## config.mk

```make
export PLATFORM = sky130hd
export DESIGN_NAME = cacc_abuf_seq
export DESIGN_NICKNAME = d
export VERILOG_FILES = /design/src/rtl/cacc_abuf_seq.sv
export SDC_FILE = /design/constraint.sdc
export NUM_CORES = 1
export LEC_CHECK = 0
export ABC_AREA = 1
export CORE_AREA = 2 2 573 575
export CTS_CLUSTER_SIZE = 28
export DETAILED_ROUTE_END_ITERATION = 10
export DIE_AREA = 0 0 575 577
export PLACE_DENSITY = 0.3
export SKIP_LAST_GASP = 1
export SLEW_MARGIN = 20
export SYNTH_ARGS = -nofsm -noshare
export SYNTH_HDL_FRONTEND = slang
export SYNTH_SLANG_ARGS = --single-unit
```

## constraint.sdc

```tcl
create_clock -name nvdla_core_clk -period 4.5 [get_ports nvdla_core_clk]
set_clock_uncertainty 0.2 [all_clocks]
set_input_delay 0.45 -clock nvdla_core_clk [delete_from_list [all_inputs] [get_ports nvdla_core_clk]]
set_output_delay 0.45 -clock nvdla_core_clk [all_outputs]
set_load 0.02 [all_outputs]
```

## src/rtl/cacc_abuf_seq.sv

```systemverilog
// cacc_abuf_seq: sequences MAC result beats into the per-lane CACC calc units.
// Tracks the entry position within a stripe, fetches prior partial sums from
// the assembly buffer, aligns MAC data/partials/select for the calc lanes,
// writes returned partials back, stalls on short-stripe read-after-write
// hazards, and pulses layer_done when the last final beat comes back.
module cacc_abuf_seq #(
    parameter int LANES = 8,
    parameter int AW    = 6
) (
    input  logic                  nvdla_core_clk,
    input  logic                  nvdla_core_rstn,
    input  logic                  mac_pvld,
    output logic                  mac_prdy,
    input  logic [22*LANES-1:0]   mac_data,
    input  logic                  mac_stripe_st,
    input  logic                  mac_stripe_end,
    input  logic                  mac_channel_end,
    input  logic                  mac_layer_end,
    output logic                  abuf_rd_en,
    output logic [AW-1:0]         abuf_rd_addr,
    input  logic [34*LANES-1:0]   abuf_rd_data,
    output logic                  calc_in_valid,
    output logic                  calc_in_sel,
    output logic [22*LANES-1:0]   calc_in_data,
    output logic [34*LANES-1:0]   calc_in_op,
    output logic                  calc_in_op_valid,
    input  logic                  calc_out_partial_valid,
    input  logic [34*LANES-1:0]   calc_out_partial_data,
    input  logic                  calc_out_final_valid,
    output logic                  abuf_wr_en,
    output logic [AW-1:0]         abuf_wr_addr,
    output logic [34*LANES-1:0]   abuf_wr_data,
    output logic                  layer_done
);

    localparam int DATA_W = 22;
    localparam int ACC_W  = 34;

    logic                     accept;
    logic                     stall;
    logic                     hit_p1;
    logic                     hit_p2;
    logic                     hit_p3;
    logic [AW-1:0]            cnt;

    // Stage 1: beat captured on accept, presented to the calc lanes.
    logic                     vld_p1;
    logic                     sel_p1;
    logic                     opv_p1;
    logic [LANES*DATA_W-1:0]  data_p1;
    logic [AW-1:0]            addr_p1;
    logic                     wb_p1;
    logic                     lend_p1;

    // Stage 2/3: tags riding alongside the calc lanes' two internal registers.
    logic                     vld_p2;
    logic [AW-1:0]            addr_p2;
    logic                     wb_p2;
    logic                     lend_p2;
    logic                     vld_p3;
    logic [AW-1:0]            addr_p3;
    logic                     wb_p3;
    logic                     lend_p3;

    // A stage holding a pending write-back to the entry we are about to read
    // blocks the read; stage 3 is included because its write lands this cycle
    // and a same-cycle read would still see the old contents.
    assign hit_p1 = vld_p1 & wb_p1 & (addr_p1 == cnt);
    assign hit_p2 = vld_p2 & wb_p2 & (addr_p2 == cnt);
    assign hit_p3 = vld_p3 & wb_p3 & (addr_p3 == cnt);

    // Stripe-start beats never read abuf, so they never stall.
    assign stall    = mac_pvld & ~mac_stripe_st & (hit_p1 | hit_p2 | hit_p3);
    assign mac_prdy = ~stall;
    assign accept   = mac_pvld & mac_prdy;

    assign abuf_rd_en   = accept & ~mac_stripe_st;
    assign abuf_rd_addr = cnt;

    assign calc_in_valid    = vld_p1;
    assign calc_in_sel      = sel_p1;
    assign calc_in_op_valid = opv_p1;
    assign calc_in_data     = data_p1;
    // abuf read data returns exactly when stage 1 is presented, so no register.
    assign calc_in_op       = abuf_rd_data;

    // Final beats return on calc_out_final_valid only, so they never write.
    assign abuf_wr_en   = calc_out_partial_valid;
    assign abuf_wr_addr = addr_p3;
    assign abuf_wr_data = calc_out_partial_data;

    // Entry counter: advance per accepted beat, restart at each stripe end.
    always_ff @(posedge nvdla_core_clk or negedge nvdla_core_rstn) begin
        if (!nvdla_core_rstn) begin
            cnt <= '0;
        end else if (accept) begin
            if (mac_stripe_end) begin
                cnt <= '0;
            end else begin
                cnt <= cnt + 1'b1;
            end
        end
    end

    // Stage-1 control: valid follows accept, select/op-valid held from the last beat.
    always_ff @(posedge nvdla_core_clk or negedge nvdla_core_rstn) begin
        if (!nvdla_core_rstn) begin
            vld_p1 <= 1'b0;
            sel_p1 <= 1'b0;
            opv_p1 <= 1'b0;
        end else begin
            vld_p1 <= accept;
            if (accept) begin
                sel_p1 <= mac_channel_end;
                opv_p1 <= ~mac_stripe_st;
            end
        end
    end

    // Stage-1 data and tags: no reset, qualified by vld_p1.
    always_ff @(posedge nvdla_core_clk) begin
        if (accept) begin
            data_p1 <= mac_data;
            addr_p1 <= cnt;
            wb_p1   <= ~mac_channel_end;
            lend_p1 <= mac_layer_end;
        end
    end

    // Stage 2/3 valids shadow the calc lanes' pipeline.
    always_ff @(posedge nvdla_core_clk or negedge nvdla_core_rstn) begin
        if (!nvdla_core_rstn) begin
            vld_p2 <= 1'b0;
            vld_p3 <= 1'b0;
        end else begin
            vld_p2 <= vld_p1;
            vld_p3 <= vld_p2;
        end
    end

    // Stage 2/3 tags: shifted every cycle, meaningful only where valid.
    always_ff @(posedge nvdla_core_clk) begin
        addr_p2 <= addr_p1;
        wb_p2   <= wb_p1;
        lend_p2 <= lend_p1;
        addr_p3 <= addr_p2;
        wb_p3   <= wb_p2;
        lend_p3 <= lend_p2;
    end

    // Layer completion: pulse once the tagged last final beat has returned.
    always_ff @(posedge nvdla_core_clk or negedge nvdla_core_rstn) begin
        if (!nvdla_core_rstn) begin
            layer_done <= 1'b0;
        end else begin
            layer_done <= calc_out_final_valid & vld_p3 & lend_p3;
        end
    end

`ifndef SYNTHESIS
    // Stage-3 tags must line up with whatever the calc lanes hand back.
    always @(posedge nvdla_core_clk) begin
        if (nvdla_core_rstn) begin
            assert (vld_p3 == (calc_out_partial_valid | calc_out_final_valid));
        end
    end
`endif

endmodule

```

Word level (Yosys, flattened, before mapping)
Cells that the tools add are included.

Register bits after elaboration: 212. Bits in latches: 0. Bits in writable memories: 0. ROM bits: 0. Bits of input ports: 729. Word-level logic and storage cells: 39. Memories: 0.

Add/sub/neg operators: 1. Multipliers: 0. Divide/modulo/power cells: 0. $lt $le $gt $ge: 0. Equality and inequality tests: 3. Shifts and indexed selects: 0. Multiplexer cells: 1. Bitwise logic cells: 17. Reduce and logical (&&, ||, !) cells: 0.

Operators with widths (count): == test 6 bit (3); AND 1 bit (12); adder 6 x 1 -> 6 bit (second input constant) (1); two-way mux 6 bit (1); NOT 1 bit (3); bitwise OR 1 bit (2).

Depth between registers and ports, before layout
Depth after elaboration: 8. Gate-level depth with buffers: 11.

Worst setup path before layout
OpenSTA, ideal clock, no wires.

Path type: register to register. From: register cnt[0], in the netlist abuf_rd_addr[0]. To: register addr_p1[0], enable pin. Arrival time: 3.256 ns. Data required time: 3.845 ns. Setup slack: 0.589 ns. Cell stages (with the launch flop): 9. Buffers on the path: 1. Clock period less this slack: 3.911 ns. Cells stage by stage: dfrtp_1 > buf_4 > o21ai_0 > nor2_1 > nand3_1 > nand3_2 > nand2_4 > nand2_8 > inv_2.

Cells in the longest elaborated chain, start to end: 7. Elaborated cells between the ends (all ways): 11. Classes of those cells: eq/ne (3); bitwise (8).

Ends and longest elaborated chain: start: declaration (line 44) `logic [AW-1:0] cnt;`; start signal: assignment (line 100) `cnt <= cnt + 1'b1;`; == test 6 bit, on equally long branches (line 68, 69); AND 1 bit, on equally long branches (line 68, 69); bitwise OR 1 bit (line 73) `assign stall = mac_pvld & ~mac_stripe_st & (hit_p1 | hit_p2 | hit_p3);`; bitwise OR 1 bit * (line 73); AND 1 bit * (line 73); NOT 1 bit * (line 74) `assign mac_prdy = ~stall;`; named net mac_prdy (line 13) `output logic mac_prdy,`; AND 1 bit * (line 75) `assign accept = mac_pvld & mac_prdy;`; named net accept (line 39) `logic accept;`; end signal: assignment (line 124) `addr_p1 <= cnt;`; end: declaration (line 51) `logic [AW-1:0] addr_p1;`.

The timed path passes the listed nets; every way through them passes the cells marked *. A chain may end at the register's enable or synchronous reset.

Worst setup path after layout
From: input port mac_pvld. To: output port abuf_rd_en.

Cells in the longest elaborated chain, start to end: 5.

Ends and longest elaborated chain: start: declaration (line 12) `input logic mac_pvld,`; AND 1 bit (2 in series) (line 73); NOT 1 bit (line 74); AND 1 bit * (line 75); AND 1 bit * (line 77) `assign abuf_rd_en = accept & ~mac_stripe_st;`; end: declaration (line 19) `output logic abuf_rd_en,`.

Mark *: on every way between the ends. The rest lies on a longest branch, timed or not.

==> out/summary.txt <==
YOSYS
-----------------------------------------------------------------------------------------
Proportion of register bits with asynchronous set or reset after synthesis          5.66%
Sequential-to-total area share from yosys stat                                      56.7%
Top area cells in the synthesized netlist                                    sky130_fd_sc_hd__edfxtp_1 51%, sky130_fd_sc_hd__buf_4 38%, sky130_fd_sc_hd__dfxtp_1 3.0%
Cell Area, Synth                                                             10,800 sq um
Synthesis warning total                                                                 0
Most instantiated library cell after synthesis                               sky130_fd_sc_hd__buf_4
Seq cells post-synth                                                                  212
Share of Yosys cell area claimed by the top area cell type                          50.9%
Number of flops mapped to enable cells by yosys                                       184
Count of cell types in the netlist                                                     23
Most frequently used flop master after synthesis                             sky130_fd_sc_hd__edfxtp_1
Post-synthesis instance total                                                         885
Post-synth top area cell                                                     sky130_fd_sc_hd__edfxtp_1
Mean Syn Cell Area                                                             12.3 sq um
Most common library cells after synthesis                                    547 x sky130_fd_sc_hd__buf_4, 184 x sky130_fd_sc_hd__edfxtp_1, 47 x sky130_fd_sc_hd__nand2_1
Mapped Nets                                                                         1,615

CTS
-----------------------------------------------------------------------------------------
Number of resized instances in the post-cts repair step                                 0
Postcts setup bufs                                                                      0
CTS clock-pin slew for the worst setup and hold paths                               60 ps
Number of sinks on the clock net                                                      212
Number of buffers created by CTS                                                       27
Max Buffers Root-to-Sink                                                                3
Root Buffer                                                                  sky130_fd_sc_hd__clkbuf_16
TritonCTS clock tree                                                                built
Number of H-tree levels                                                                 1
Clock latency at the later pin of the worst-skew pair                              580 ps
CTS Hold Bufs                                                                           0

ROUTE
-----------------------------------------------------------------------------------------
Average wire per standard cell                                               35.5 microns
Vias                                                                                6,094
Detailed-router iteration count before antenna repair                                   4
Total detailed-routing wirelength                                            182,000 microns
Post-route DRC                                                                          0
Detailed Route Iter0 Violations                                                       317
Antenna Violating Nets Remaining                                                        0
Via-to-Cell Ratio                                                                    1.19

CRITICAL PATH
-----------------------------------------------------------------------------------------
Worst-path maximum fanout                                                               9
Highest-delay cell along the critical path                                   sky130_fd_sc_hd__clkdlybuf4s50_1
Data arrival, critical path                                                       2730 ps
Worst reg2reg startpoint                                                     abuf_rd_addr[0]
Logic depth of the worst register-to-register path                                      9
Path length in cells of the critical path                                               6
Longest individual stage delay on the worst path                                   820 ps
Data required time at the worst endpoint                                          3850 ps
Combined buffer and inverter count along the critical path                              4
Element type at the critical path end                                        primary output
Gate family responsible for the most delay along the worst path              buffers and inverters
Type of the worst setup path                                                 input pin to primary output
Crit path to                                                                   abuf_rd_en
Cells traversed along the worst timing path                                  clkdlybuf4s50_1, inv_1, nor2_1, nand4_1, inv_1, clkdlybuf4s50_1
R2R Setup Slk                                                                     1630 ps
Start point of the critical path                                                 mac_pvld
Kind of start point of the critical path                                        input pin
Crit Reg-Reg Endpoint                                                        calc_in_data[33]

FINAL LAYOUT
-----------------------------------------------------------------------------------------
Fin nets                                                                            1,479
Util after Layout                                                                   5.20%
Layout cells sized above 1                                                          8.58%
Number of fill cells in the layout                                                 38,455
Layout overhead on the synthesized area                                             56.1%

PLACE
-----------------------------------------------------------------------------------------
Pre-CTS setup slack                                                                993 ps
Routability congestion estimate from global placement                               0.793
Final HPWL DP                                                                173,000 microns
Count of input and output buffers                                                     377

TIMING
-----------------------------------------------------------------------------------------
Transition at the pin with the smallest max-transition slack                       879 ps
Final worst path period share                                                       75.1%
Unrepaired setup endpoints after global routing                                     false
Slew headroom                                                                       41.4%
Final worst slack                                                                 1120 ps
Max-slew violation count                                                                0
Total count of hold-check failures in the final report                                  0
Post-route minimum period                                                         3380 ps
Setup violation total in the final timing report                                        0
Highest attainable clock frequency                                                296 MHz
Post-Route Setup TNS                                                                 0 ps

MIN PATH
-----------------------------------------------------------------------------------------
Hold/Removal Path Class                                                      input pin to asynchronous set/reset pin

GLOBAL ROUTE
-----------------------------------------------------------------------------------------
Wire length of the first global-routing pass                                 197,000 microns
GRT Util Overall                                                                    10.5%
Number of global-route vias before repair                                           6,362
Number of antenna violations at the first check in global routing                      43
GRT Residual Overflow                                                                   0
Pin count of the biggest net entering global routing                                   83

PWR
-----------------------------------------------------------------------------------------
Leakage                                                                           4.39 nW
Post-layout total power                                                           5.28 mW
Pwr per Cell Area                                                             312 nW/um^2
Maximum resistive drop on vdd                                                      261 uV

FLOORPLAN
-----------------------------------------------------------------------------------------
Core region area                                                             326,000 sq um
Horizontal die dimension                                                      575 microns
Placement Rows                                                                        210
Effective utilization at floorplan                                                  3.33%
Ports                                                                               1,468
Total Die Area                                                               332,000 sq um
Chip Height                                                                   577 microns

RUN
-----------------------------------------------------------------------------------------
Max_cap viols                                                                           0

OUTCOME
-----------------------------------------------------------------------------------------
Status                                                                          completed

sequential cells by signal, indices dropped and copies added (netlist names):
| register | cells |
|---|---|
| calc_in_sel | 1 |
| calc_in_valid | 1 |
| calc_in_data | 176 |
| wb_p1 | 1 |
| lend_p1 | 1 |
| abuf_wr_addr | 6 |
| lend_p2 | 1 |
| abuf_rd_addr | 6 |
| layer_done | 1 |
| calc_in_op_valid | 1 |
| addr_p2 | 6 |
| wb_p3 | 1 |
| vld_p2 | 1 |
| lend_p3 | 1 |
| addr_p1 | 6 |
| vld_p3 | 1 |
| wb_p2 | 1 |
cell type report:
class                   count  area [sq um]  share of cell area [%]
inverters                  22          90.1                   0.532
repair buffers            383          3830                    22.6
well taps                4346          5440                    32.1
diodes                     11          27.5                   0.163
clock buffers              35           768                    4.54
flip-flops and latches    212          6150                    36.3
clock inverters            14           130                   0.769
multi-input cells         103           499                    2.95
power by group:
group / switching [mW] / internal, mW
Combinational: 0.374 / 0.322
Clock: 0.930 / 1.32
Sequential: 0.0632 / 2.27
Total: 1.37 / 3.91
how the worst min path moves through the flow:
| stage | cells after the start | slack (ps) | start | end |
|---|---|---|---|---|
| floorplan | 0 | -50 | nvdla_core_rstn | abuf_rd_addr[0] |
| global placement | 0 | 130 | lend_p2 | lend_p3 |
| detailed placement | 0 | 120 | lend_p2 | lend_p3 |
| CTS | 1 | 40 | nvdla_core_rstn | calc_in_sel |
| global route | 1 | 90 | nvdla_core_rstn | calc_in_sel |
| finish | 1 | 70 | nvdla_core_rstn | calc_in_sel |
kinds of logic (layout without fill, tap and decap cells):
group	Yosys count	after routing	synth area share [%]
simple gates	91	91	3.96
other cells	0	11	0
flops	212	212	56.7
buf+inv	570	454	38.7
compound gates	11	11	0.531
fa+ha+maj	1	1	0.115
placed cells by master (no fill, tap or decap), types with 4 or more instances in the layout:
cell type                         count
sky130_fd_sc_hd__clkdlybuf4s50_1    377
sky130_fd_sc_hd__edfxtp_1           184
sky130_fd_sc_hd__nand2_1             47
sky130_fd_sc_hd__clkbuf_16           29
sky130_fd_sc_hd__dfxtp_1             16
sky130_fd_sc_hd__inv_1               15
sky130_fd_sc_hd__nor2_1              15
sky130_fd_sc_hd__nand3_1             13
sky130_fd_sc_hd__dfrtp_1             12
sky130_fd_sc_hd__diode_2             11
sky130_fd_sc_hd__o21ai_0              9
sky130_fd_sc_hd__clkinv_2             8
sky130_fd_sc_hd__inv_2                6
sky130_fd_sc_hd__buf_4                5
sky130_fd_sc_hd__nand3_2              4
sky130_fd_sc_hd__clkbuf_1             4
routing by layer:
metal  share of wire (%)  track usage [%]  up-vias
li1                    -                -     2087
met1                  11             3.19     2400
met2                  50             18.5     1324
met3                  36             18.1      217
met4                 2.6             2.36       66
met5                0.47             1.31        -
stage by stage:
step,area [sq um],std cells,hold WS (ps)
global placement,16000,5066,128
detailed placement,16000,5066,119
finish,16900,5126,69.4
CTS,16900,5115,39.4
floorplan,10800,885,-45.6
global route,16900,5115,86.2
Note: power is estimated with default switching activity, not from simulation.
